===== config.mk =====
export PLATFORM = sky130hd
export DESIGN_NAME = spi_txn_arbiter
export DESIGN_NICKNAME = d
export VERILOG_FILES = /design/src/rtl/spi_txn_arbiter_pkg.sv /design/src/rtl/spi_txn_arbiter_rr.sv /design/src/rtl/spi_txn_arbiter.sv
export SDC_FILE = /design/constraint.sdc
export NUM_CORES = 1
export LEC_CHECK = 0
export CAP_MARGIN = 20
export CORE_MARGIN = 1
export CORE_UTILIZATION = 44
export DETAILED_ROUTE_END_ITERATION = 8
export PLACE_DENSITY = 0.88
export SLEW_MARGIN = 20
export SYNTH_ARGS = -nofsm -noshare
export SYNTH_HDL_FRONTEND = slang
export SYNTH_SLANG_ARGS = --single-unit

===== constraint.sdc =====
create_clock -name clk -period 2.85 [get_ports clk]
set_input_delay 0.57 -clock clk [delete_from_list [all_inputs] [get_ports clk]]
set_output_delay 0.57 -clock clk [all_outputs]
set_load 0.02 [all_outputs]

===== src/rtl/spi_txn_arbiter_pkg.sv =====
// Shared types and helpers for the SPI transaction arbiter.
package spi_arb_pkg;

  localparam int DATA_W_DEF = 8;

  typedef enum logic [2:0] {
    IDLE,
    SETUP,
    START,
    WAIT,
    HOLD,
    DONE
  } state_t;

  // True in every state where the granted slave must be selected.
  function automatic logic state_selects(input state_t s);
    return (s == SETUP) || (s == START) || (s == WAIT) || (s == HOLD);
  endfunction

  function automatic int max3(input int a, input int b, input int c);
    int m;
    m = a;
    if (b > m) m = b;
    if (c > m) m = c;
    return m;
  endfunction

endpackage


===== src/rtl/spi_txn_arbiter_rr.sv =====
// Combinational round-robin picker: first set request at or above ptr_i, with wrap.
module rr_arbiter #(
  parameter int  N     = 4,
  localparam int IDX_W = $clog2(N)
) (
  input  logic [N-1:0]     req_i,
  input  logic [IDX_W-1:0] ptr_i,
  output logic [N-1:0]     gnt_o,
  output logic [IDX_W-1:0] idx_o
);

  logic             found;
  logic [IDX_W-1:0] pos;

  // Walk the requests starting at the pointer; the first hit wins.
  always_comb begin
    gnt_o = '0;
    idx_o = '0;
    found = 1'b0;
    pos   = '0;
    for (int k = 0; k < N; k++) begin
      pos = IDX_W'((int'(ptr_i) + k) % N);
      if (!found && req_i[pos]) begin
        found      = 1'b1;
        idx_o      = pos;
        gnt_o[pos] = 1'b1;
      end
    end
  end

endmodule


===== src/rtl/spi_txn_arbiter.sv =====
// Shares one 8-bit SPI master between NREQ requesters: round-robin grant,
// per-slave select with setup/hold framing, and one byte exchange per grant.
module spi_txn_arbiter
  import spi_arb_pkg::*;
#(
  parameter int  NREQ        = 4,
  parameter int  DATA_W      = DATA_W_DEF,
  parameter int  SETUP_CYC   = 2,
  parameter int  HOLD_CYC    = 2,
  parameter int  TIMEOUT_CYC = 1024,
  localparam int SEL_W       = $clog2(NREQ)
) (
  input  logic                     clk,
  input  logic                     rst_n,
  input  logic [NREQ-1:0]          req,
  input  logic [NREQ*DATA_W-1:0]   req_data,
  output logic [NREQ-1:0]          ack,
  output logic                     err,
  output logic [DATA_W-1:0]        rsp_data,
  output logic [NREQ-1:0]          ss_n,
  output logic [SEL_W-1:0]         sel_id,
  output logic                     m_start,
  output logic [DATA_W-1:0]        m_data_in,
  input  logic                     m_busy,
  input  logic                     m_new_data,
  input  logic [DATA_W-1:0]        m_data_out
);

  // One counter serves setup, wait-timeout and hold since they never overlap.
  localparam int CNT_MAX = max3(SETUP_CYC, HOLD_CYC, TIMEOUT_CYC);
  localparam int CNT_W   = (CNT_MAX < 1) ? 1 : $clog2(CNT_MAX + 1);
  localparam logic [CNT_W-1:0] SETUP_LAST = CNT_W'((SETUP_CYC > 0) ? SETUP_CYC - 1 : 0);
  localparam logic [CNT_W-1:0] HOLD_LAST  = CNT_W'((HOLD_CYC > 0) ? HOLD_CYC - 1 : 0);
  localparam logic [CNT_W-1:0] TO_LAST    = CNT_W'((TIMEOUT_CYC > 0) ? TIMEOUT_CYC - 1 : 0);

  state_t             state_q, state_d;
  logic [CNT_W-1:0]   cnt_q, cnt_d;
  logic [SEL_W-1:0]   rr_ptr_q, rr_ptr_d;
  logic [SEL_W-1:0]   sel_q, sel_d;
  logic [DATA_W-1:0]  tx_q, tx_d;
  logic [DATA_W-1:0]  rsp_q, rsp_d;
  logic               err_flag_q, err_flag_d;
  logic [NREQ-1:0]    ss_n_q, ss_n_d;
  logic               m_start_q, m_start_d;
  logic [NREQ-1:0]    ack_q, ack_d;
  logic               err_q, err_d;
  logic [NREQ-1:0]    sel_onehot_d;

  logic [NREQ-1:0]    arb_gnt;
  logic [SEL_W-1:0]   arb_idx;
  logic [DATA_W-1:0]  req_bytes [NREQ];

  // Unpack the flat request data bus into per-requester bytes.
  for (genvar gi = 0; gi < NREQ; gi++) begin : g_bytes
    assign req_bytes[gi] = req_data[gi*DATA_W +: DATA_W];
  end

  rr_arbiter #(
    .N(NREQ)
  ) u_rr (
    .req_i (req),
    .ptr_i (rr_ptr_q),
    .gnt_o (arb_gnt),
    .idx_o (arb_idx)
  );

  // Next-state and datapath updates for the transaction sequencer.
  always_comb begin
    state_d    = state_q;
    cnt_d      = cnt_q;
    rr_ptr_d   = rr_ptr_q;
    sel_d      = sel_q;
    tx_d       = tx_q;
    rsp_d      = rsp_q;
    err_flag_d = err_flag_q;
    m_start_d  = 1'b0;
    case (state_q)
      IDLE: begin
        if (|req) begin
          sel_d      = arb_idx;
          err_flag_d = 1'b0;
          cnt_d      = '0;
          for (int i = 0; i < NREQ; i++) begin
            if (arb_gnt[i]) tx_d = req_bytes[i];
          end
          if (SETUP_CYC == 0) begin
            state_d   = START;
            m_start_d = !m_busy;
          end else begin
            state_d = SETUP;
          end
        end
      end
      SETUP: begin
        if (cnt_q == SETUP_LAST) begin
          cnt_d     = '0;
          state_d   = START;
          // Pulse on START entry only if the master is already free.
          m_start_d = !m_busy;
        end else begin
          cnt_d = cnt_q + CNT_W'(1);
        end
      end
      START: begin
        if (m_start_q) begin
          state_d = WAIT;
        end else if (!m_busy) begin
          m_start_d = 1'b1;
        end
      end
      WAIT: begin
        if (m_new_data) begin
          rsp_d   = m_data_out;
          cnt_d   = '0;
          state_d = (HOLD_CYC == 0) ? DONE : HOLD;
        end else if (cnt_q == TO_LAST) begin
          rsp_d      = '0;
          err_flag_d = 1'b1;
          cnt_d      = '0;
          state_d    = (HOLD_CYC == 0) ? DONE : HOLD;
        end else begin
          cnt_d = cnt_q + CNT_W'(1);
        end
      end
      HOLD: begin
        if (cnt_q == HOLD_LAST) begin
          cnt_d   = '0;
          state_d = DONE;
        end else begin
          cnt_d = cnt_q + CNT_W'(1);
        end
      end
      DONE: begin
        rr_ptr_d = (sel_q == SEL_W'(NREQ - 1)) ? '0 : sel_q + SEL_W'(1);
        state_d  = IDLE;
      end
      default: state_d = IDLE;
    endcase
  end

  // Registered outputs are decoded from the next state so they line up with it.
  always_comb begin
    sel_onehot_d = NREQ'(1) << sel_d;
    ss_n_d       = '1;
    ack_d        = '0;
    err_d        = 1'b0;
    if (state_selects(state_d)) ss_n_d = ~sel_onehot_d;
    if (state_d == DONE) begin
      ack_d = sel_onehot_d;
      err_d = err_flag_d;
    end
  end

  // FSM state register.
  always_ff @(posedge clk or negedge rst_n) begin
    if (!rst_n) state_q <= IDLE;
    else        state_q <= state_d;
  end

  // Datapath and output registers; reset forces all selects high at once.
  always_ff @(posedge clk or negedge rst_n) begin
    if (!rst_n) begin
      cnt_q      <= '0;
      rr_ptr_q   <= '0;
      sel_q      <= '0;
      tx_q       <= '0;
      rsp_q      <= '0;
      err_flag_q <= 1'b0;
      ss_n_q     <= '1;
      m_start_q  <= 1'b0;
      ack_q      <= '0;
      err_q      <= 1'b0;
    end else begin
      cnt_q      <= cnt_d;
      rr_ptr_q   <= rr_ptr_d;
      sel_q      <= sel_d;
      tx_q       <= tx_d;
      rsp_q      <= rsp_d;
      err_flag_q <= err_flag_d;
      ss_n_q     <= ss_n_d;
      m_start_q  <= m_start_d;
      ack_q      <= ack_d;
      err_q      <= err_d;
    end
  end

  assign ack       = ack_q;
  assign err       = err_q;
  assign rsp_data  = rsp_q;
  assign ss_n      = ss_n_q;
  assign sel_id    = sel_q;
  assign m_start   = m_start_q;
  assign m_data_in = tx_q;

endmodule

Word level (Yosys, flattened, before mapping)
Index checks and enable logic that the tools add are counted.

word-level totals
  flip-flop bits (word level) = 45
  bits in latches = 0
  memory bits (writable) = 0
  ROM bits = 0
  bits of input ports = 48
  word-level logic and storage cells = 125
  memories kept = 0

cells by class
  $add $sub $neg = 5
  $mul = 0
  divide/modulo/power cells = 0
  order comparisons = 8
  equal/unequal tests = 14
  shifts and indexed selects = 1
  muxes and demuxes = 59
  bitwise logic cells = 4
  reduce and logical (&&, ||, !) cells = 23

operators with widths
  kind                                                                                 count
  8-bit 2-to-1 mux                                                                     6
  11-bit 2-to-1 mux                                                                    4
  11-bit one-hot mux with 3 select lines                                               1
  4-bit 2-to-1 mux                                                                     6
  1-bit 2-to-1 mux                                                                     18
  3-bit 2-to-1 mux                                                                     6
  3-bit one-hot mux with 5 select lines                                                1
  2-bit 2-to-1 mux                                                                     7
  3-bit by 2-bit equality test with 1-bit output, second input constant                4
  3-bit equality test, second input constant                                           4
  2-bit by 3-bit less-than comparator with 1-bit output, second input constant         4
  4-bit bitwise OR                                                                     3
  11-bit by 1-bit adder with 11-bit output, second input constant                      1
  11-bit by 1-bit equality test with 1-bit output, second input constant               1
  11-bit by 10-bit equality test with 1-bit output, second input constant              1
  1-bit binary-select mux with 2-bit select                                            4
  1-bit demux with 2-bit select                                                        4
  2-bit by 1-bit greater-or-equal comparator with 1-bit output, second input constant  4
  1-bit logical AND                                                                    7
  3-bit by 1-bit equality test with 1-bit output, second input constant                2
  2-bit by 1-bit adder with 2-bit output, second input constant                        2
  2-bit adder, second input constant                                                   2
  1-bit zero test                                                                      4
  4-bit inverter                                                                       1
  other kinds (13)                                                                     17

Depth between registers and ports, before layout
Gate-level depths: netlist of run 1.

  word-level depth = 17
  gate-level depth with buffers = 11

Hierarchy
From an unflattened synthesis of run 1, not the netlist that was laid out.

unflattened totals
  cell total of the unflattened synthesis = 281
  area, all modules = 2870.3 sq um

by module, submodules not included
  module           instances  cells an instance  area each (sq um)
  spi_txn_arbiter  1          216                2381.0
  rr_arbiter       1          65                 489.2

Worst setup path after synthesis of run 1
OpenSTA, ideal clock, no wires.

  kind = reg-to-reg
  start = register rr_ptr_q[0]
  end = register tx_q[0] (netlist: m_data_in[0])
  arrival = 2.831 ns
  required time = 2.724 ns
  path slack = -0.107 ns
  stages on the path, launching flop included = 12
  path buffers = 3
  cells stage by stage = dfrtp_1 > buf_2 > inv_1 > ha_1 > mux4_2 > nor3b_2 > a2bb2oi_2 > and2_4 > buf_6 > and4_4 > buf_6 > o32a_1

between the ends
  word-level cells in the longest chain between the ends = 15

RTL lines
  what                                                                                                            RTL line                  RTL
  from (decl)                                                                                                     spi_txn_arbiter.sv:38     logic [SEL_W-1:0] rr_ptr_q, rr_ptr_d;
  from (signal assigned)                                                                                          spi_txn_arbiter.sv:175    rr_ptr_q <= rr_ptr_d;
  parallel branches: the longest is 11 deep, another holds 2-bit by 3-bit less-than comparator with 1-bit output  --
  4-bit 2-to-1 mux (*)                                                                                            spi_txn_arbiter_rr.sv:23  if (!found && req_i[pos]) begin
  8-bit 2-to-1 mux (3 in a row)                                                                                   spi_txn_arbiter.sv:84     if (arb_gnt[i]) tx_d = req_bytes[i];
  to (signal assigned)                                                                                            spi_txn_arbiter.sv:177    tx_q <= tx_d;
  to (decl)                                                                                                       spi_txn_arbiter.sv:40     logic [DATA_W-1:0] tx_q, tx_d;

Every way passes the cells marked *. The select of a mux whose other input is x is not followed.
A chain may end at the register's enable or synchronous reset.

Final worst setup path of run 1
  start = input port req[0]
  end = register tx_q[4] (netlist: m_data_in[4])

between the ends
  word-level cells in the longest chain between the ends = 15

RTL lines
  what                                       RTL line                  RTL
  from (decl)                                spi_txn_arbiter.sv:15     input logic [NREQ-1:0] req,
  1-bit binary-select mux with 2-bit select  spi_txn_arbiter_rr.sv:23
  1-bit 2-to-1 mux (not written as such)     spi_txn_arbiter_rr.sv:23
  1-bit 2-to-1 mux                           spi_txn_arbiter_rr.sv:23
  1-bit zero test                            spi_txn_arbiter_rr.sv:23
  1-bit logical AND                          spi_txn_arbiter_rr.sv:23
  1-bit 2-to-1 mux                           spi_txn_arbiter_rr.sv:23
  1-bit zero test                            spi_txn_arbiter_rr.sv:23
  1-bit logical AND                          spi_txn_arbiter_rr.sv:23
  1-bit 2-to-1 mux                           spi_txn_arbiter_rr.sv:23
  1-bit zero test                            spi_txn_arbiter_rr.sv:23
  1-bit logical AND                          spi_txn_arbiter_rr.sv:23
  4-bit 2-to-1 mux                           spi_txn_arbiter_rr.sv:23
  8-bit 2-to-1 mux (3 in a row)              spi_txn_arbiter.sv:84

Parallel ways exist; a longest one is shown, timed or not. The select of a mux whose other input is x is not followed.

==> qor.csv, run 1 <==
metric;value;unit
outcome;complete, but fails checks;
ir_drop;698;uV
avgSynthCellArea;9.87;um^2
ys_seq_elements;45;
ff2ff_path_depth;10;
cp.required;3.10;ns
min_period;2.86;ns
firstDrtPassIters;4;
clock_latency;0.30;ns
crit_path_end_kind;flip-flop;
dp_hpwl;5.55;mm
violations;setup timing;
gp_congestion;0.871;
yosysSeqAreaShare;0.408;
grt_pass1_wl;12.1;mm
tightest_slew;0.974;ns
synth_edf_count;0;
viasPerCell;6.06;
start_util;0.463;
async_flop_share;1.00;
p_leak;1.70;nW
power_density;1140;nW/um^2
total_power;4.62;mW
via_count;2793;
design.die.area;6620;um^2
hold_buffers;0;
arrival;3.11;ns
place_ws;-0.323;ns
drive_gt1_frac;0.202;
finalCritPeriodShare;1.01;
drt_iter0_markers;218;
synth_cell_type_count;61;
clock_path_buffers;2;
die_y;81.4;um
rows;28;
cts_buffers;5;
syn_nets;337;
synth_flop_cell;dfrtp_1;
critPathLaunchType;primary input;
grt_pass1_vias;2587;
fillers;438;
setup_viol;1;
drt-total-wl;8.02;mm
area_growth;46.3;%
dieWidth;81.4;um
cts_sinks;45;
drc_errors;0;
yosys_warnings;0;
min_path_type;primary input to asynchronous set/reset pin;
core;5990;um^2
max_freq;349;MHz
n_antenna_cell;0;
ant_nets;0;
nets;441;
root_buffer;clkbuf_8;
dpl_cell_area;3790;um^2
grt_max_degree;46;
finalHoldViolCount;0;
io_buffer_count;75;
fin_ws;-0.0147;ns
skew;0.0131;ns
boundaryPins;76;
critical_path_class;primary input to flip-flop;
cts_tree;built;
critPathMaxFanout;8;
grt.total_usage;0.236;
report.final.slew_viol_count;0;
synth_cells;281;
wl_per_cell;17.4;um
overflow;0;
htreeDepth;2;
cap_violations;0;
clkSlewWorstSetupHoldPaths;0.09;ns
antenna_found_initial;0;
final_cell_area;4060;um^2
max_slew_margin;0.351;
synth_area;2770;um^2
-- per-layer routing --
metal	GRT usage	vias to the layer above	wire length, um
met2	0.407	132	4030
met3	0.0404	24	546
li1	-	1284	-
met1	0.294	1353	3250
met4	0.0893	0	199
met5	0	-	0
-- cells in the mapped netlist (4+ instances only) --
master,number,area (um^2)
a21o_1,8,60.1
a21oi_1,21,105
a22o_1,8,70.1
a311oi_1,8,70.1
a31oi_1,4,25.0
and3_1,6,37.5
buf_2,4,20.0
clkbuf_1,4,15.0
dfrtp_1,41,1030
dfstp_2,4,105
ha_1,8,100
inv_1,11,41.3
nand2_1,18,67.6
nand3_1,19,95.1
nand3b_1,5,37.5
nor2_1,13,48.8
nor2b_1,6,37.5
nor3_1,7,35.0
o21ai_0,17,85.1
o32a_1,8,80.1
-- cells in the final DEF, fill, tap and decap left out, drive strengths merged, types with 12 or more instances in the layout --
master          n
a21oi          21
buf            34
clkdlybuf4s50  71
dfrtp          41
inv            12
nand2          18
nand3          19
nor2           13
o21ai          20
-- cell type report --
| cell class | count | area (um^2) | area share |
|---|---|---|---|
| clock buffers | 5 | 68.8 | 0.0170 |
| clock inverters | 3 | 68.8 | 0.0170 |
| inverters | 11 | 41.3 | 0.0102 |
| multi-input cells | 214 | 1620 | 0.400 |
| flip-flops and latches | 45 | 1130 | 0.279 |
| well taps | 75 | 93.8 | 0.0231 |
| repair buffers | 108 | 1030 | 0.254 |
-- registers in the layout, summed over array words and instances (netlist names) --
name        flops
ack             4
cnt_q          11
err             1
err_flag_q      1
m_data_in       8
m_start         1
rr_ptr_q        2
rsp_data        8
sel_id          2
ss_n            4
state_q         3
-- logic make-up (layout without fill, tap and decap cells) --
| kind of cell | after synthesis | in the layout | share of synthesized area |
|---|---|---|---|
| buffers and inverters | 23 | 127 | 0.0397 |
| muxes | 7 | 7 | 0.0397 |
| DFF | 45 | 45 | 0.408 |
| adders and majority gates | 8 | 8 | 0.0361 |
| xor gates and xnor gates | 4 | 4 | 0.0126 |
| and+or+nand+nor | 92 | 93 | 0.181 |
| AOI/OAI and AO/OA | 102 | 102 | 0.283 |
-- where the power goes --
part | total [mW] | leakage (nW) | switching [mW] | internal (mW)
Clock | 0.578 | 0.0687 | 0.225 | 0.353
Combinational | 3.00 | 1.07 | 1.57 | 1.43
Sequential | 1.04 | 0.565 | 0.181 | 0.858
-- path summary, 6_finish.rpt --
| kind | startpoint | endpoint | slack, ns |
|---|---|---|---|
| worst min-delay path | rst_n | rsp_data[6] | 0.42 |
| min in group clk | err_flag_q | err_flag_q | 0.49 |
| worst min register to register | err_flag_q | err_flag_q | 0.49 |
| max in group asynchronous | rst_n | rr_ptr_q[0] | 1.76 |
| worst max register to register | rr_ptr_q[0] | m_data_in[4] | 0.08 |
| worst max-delay path | req[0] | m_data_in[4] | -0.01 |
-- critical path: stages --
cell and delay [ns]:
clkdlybuf4s50_1 0.50, mux4_2 0.55, buf_4 0.18, a21oi_2 0.19, a2bb2oi_1 0.23, buf_4 0.21
nand3_1 0.09, a311oi_1 0.39, o32a_1 0.20
-- per-stage QoR --
step	util	std cells	TNS, ns	hold WS, ns
2_1_floorplan	-	281	0	0.274
3_3_place_gp	0.632	449	-2.09	0.460
3_5_place_dp	0.632	449	-2.83	0.458
4_1_cts	0.656	457	0	0.450
5_1_grt	0.677	461	-0.495	0.490
6_report	0.677	461	-0.0147	0.421
-- repair_timing --
| action | 4_1_cts | 5_1_grt |
|---|---|---|
| endpoints found under the setup margin | 1 | 8 |
| gates resized for setup | 1 | 18 |
| setup buffers | 0 | 3 |
| pin swaps | 0 | 3 |
| gates cloned | 0 | 1 |
| endpoints found under the hold margin | 0 | 0 |
No activity file was read; power rests on OpenSTA's default activity.
==> run 2: changes to the inputs <==
SETUP_SLACK_MARGIN = 0.02   (was not set)
==> run 2 against run 1 <==
The flow now finishes without violations. Utilization hardly changed. Maximum frequency is 3.2% higher. Clock power hardly changed. Critical path depth is 1 higher. Power is 0.14% higher. Largest cell class unchanged. Highest routed layer unchanged.
==> qor.csv, run 2 (synthesis gave the netlist of run 1 again) <==
metric;value;unit;change
skew;0.0131;ns;+0.0000702 ns
root_buffer;clkbuf_8;;
dp_hpwl;5.55;mm;unchanged
use_met2;0.407;;unchanged
worst-path-buf-inv;3;;unchanged
grt.total_usage;0.236;;unchanged
largest_register_ffs;11;;unchanged
multi_input_area;1620;um^2;unchanged
final_cell_area;4060;um^2;about the same
htreeDepth;2;;unchanged
drive_gt1_frac;0.202;;unchanged
crit_path_end_kind;flip-flop;;
rows;28;;unchanged
drt-total-wl;8.06;mm;+0.42%
critPathLaunchType;flip-flop;;
ant_nets;0;;unchanged
cap_violations;0;;unchanged
final_common_cell;clkdlybuf4s50_1;;
viasPerCell;6.11;;+0.93%
critPathMaxFanout;8;;unchanged
dieWidth;81.4;um;unchanged
drc_errors;0;;unchanged
via_count;2819;;+0.93%
ff_latch_area;1130;um^2;unchanged
critical_path_class;flip-flop to flip-flop;;
core;5990;um^2;unchanged
outcome;completed;;
fin_ws;0.0738;ns;+0.0886 ns
wl_per_cell;17.5;um;+0.42%
grt_busiest_layer;met2;;
cts_buffers;5;;unchanged
grt_pass1_wl;12.1;mm;unchanged
grt_pass1_vias;2587;;unchanged
clock_latency;0.30;ns;about the same
crit_path_top_delay_cell;ha_1;;
nets;441;;unchanged
cp.required;3.10;ns;about the same
antenna_found_initial;0;;unchanged
clkSlewWorstSetupHoldPaths;0.09;ns;about the same
n_antenna_cell;0;;unchanged
report.final.slew_viol_count;0;;unchanged
cts_sinks;45;;unchanged
hold_buffers;0;;unchanged
arrival;3.03;ns;-0.08 ns
clock_path_buffers;2;;unchanged
max_slew_margin;0.351;;about the same
rsz0062_at_grt;false;;
boundaryPins;76;;unchanged
gp_congestion;0.871;;unchanged
place_ws;-0.323;ns;unchanged
cts_tree;built;;
drt_iter0_markers;189;;-13%
dpl.cell_count;449;;unchanged
setup_viol;0;;-1
die_y;81.4;um;unchanged
grt_max_degree;46;;unchanged
io_buffer_count;75;;unchanged
max_stage_delay;0.40;ns;-0.15 ns
area_growth;46.4;%;about the same
start_util;0.463;;unchanged
grtUsageMet3;0.0404;;unchanged
fillers;438;;unchanged
max_freq;360;MHz;+3.2%
crit_path_frequent_cell;buf_4;;
firstDrtPassIters;6;;+2
design.die.area;6620;um^2;unchanged
dpl_cell_area;3790;um^2;unchanged
tightest_slew;0.974;ns;+0.0000103 ns
finalCritPeriodShare;0.974;;-0.0311
use_met1;0.294;;unchanged
power_density;1140;nW/um^2;about the same
overflow;0;;unchanged
min_period;2.78;ns;-0.0886 ns
fin_util;0.678;;about the same
min_path_type;primary input to asynchronous set/reset pin;;
p_leak;1.71;nW;+0.54%
cp_cell_sequence;inv_1 > ha_1 > mux4_2 > buf_4 > a21oi_2 > a2bb2oi_1 > buf_4 > nand3_1 > a311oi_1 > o32a_1;;
fin_hold_ws;0.424;ns;+0.00272 ns
regMostFlops;cnt_q;;
ir_drop;695;uV;-0.44%
finalHoldViolCount;0;;unchanged
critical-path-top-delay-family;compound AO/OA/AOI/OAI gates;;
fin_cells;461;;unchanged
final_cell_mix;70 x clkdlybuf4s50_1, 40 x dfrtp_1, 30 x buf_4, 20 x a21oi_1, 19 x nand3_1;;
-- run 2: cell types whose count changed in the layout (fill, tap and decap cells not counted) --
cell	delta
dlymetal6s2s_1	+1
clkdlybuf4s50_1	-1
-- run 2: worst paths after layout --
| check | cells past startpoint | slack (ns) | to | startpoint |
|---|---|---|---|---|
| setup / recovery | 10 | 0.07 | m_data_in[4] | rr_ptr_q[0] |
| max in group asynchronous | 1 | 1.75 | rr_ptr_q[0] | rst_n |
| hold / removal | 1 | 0.42 | cnt_q[9] | rst_n |
| setup reg to reg | 10 | 0.07 | m_data_in[4] | rr_ptr_q[0] |
| hold reg to reg | 2 | 0.49 | err_flag_q | err_flag_q |
| min in group clk | 2 | 0.49 | err_flag_q | err_flag_q |
-- run 2: per-stage QoR --
stage / TNS [ns] / total power, mW
2_1_floorplan: 0 / 2.75
3_3_place_gp: -2.09 / 3.59
3_5_place_dp: -2.83 / 3.71
4_1_cts: 0 / 4.31
5_1_grt: 0 / 4.93
6_report: 0 / 4.62
-- run 2: cell type report --
class | count | area share
Sequential cell | 45 | 0.279
Clock buffer | 5 | 0.0169
Multi-Input combinational cell | 214 | 0.400
Tap cell | 75 | 0.0231
Timing Repair Buffer | 108 | 0.254
Clock inverter | 3 | 0.0169
Inverter | 11 | 0.0102
-- run 2: timing repair --
action / CTS / global route
cloned: 0 / 1
setup buffers: 0 / 3
endpoints found under the setup margin: 5 / 12
gates resized for setup: 1 / 19
pin swaps: 0 / 3
-- run 2: per-layer routing --
metal,vias up,wire [um]
li1,1285,-
met1,1362,3190
met2,146,4030
met3,26,644
met4,0,201
met5,-,0
-- run 2: worst register-to-register path: cells and delay by family, from the launching register on --
family | cells | cell delay [ns]
AO/OA/AOI/OAI | 4 | 1.01
buffers and inverters | 3 | 0.46
adder cells (fa/ha/maj) | 1 | 0.40
multiplexers | 1 | 0.40
flip-flops | 1 | 0.36
AND/OR/NAND/NOR | 1 | 0.10
-- run 2: where the power goes --
group | internal, mW | switching (mW)
clock network | 0.353 | 0.226
logic | 1.43 | 1.58
registers | 0.858 | 0.180
total | 2.64 | 1.98
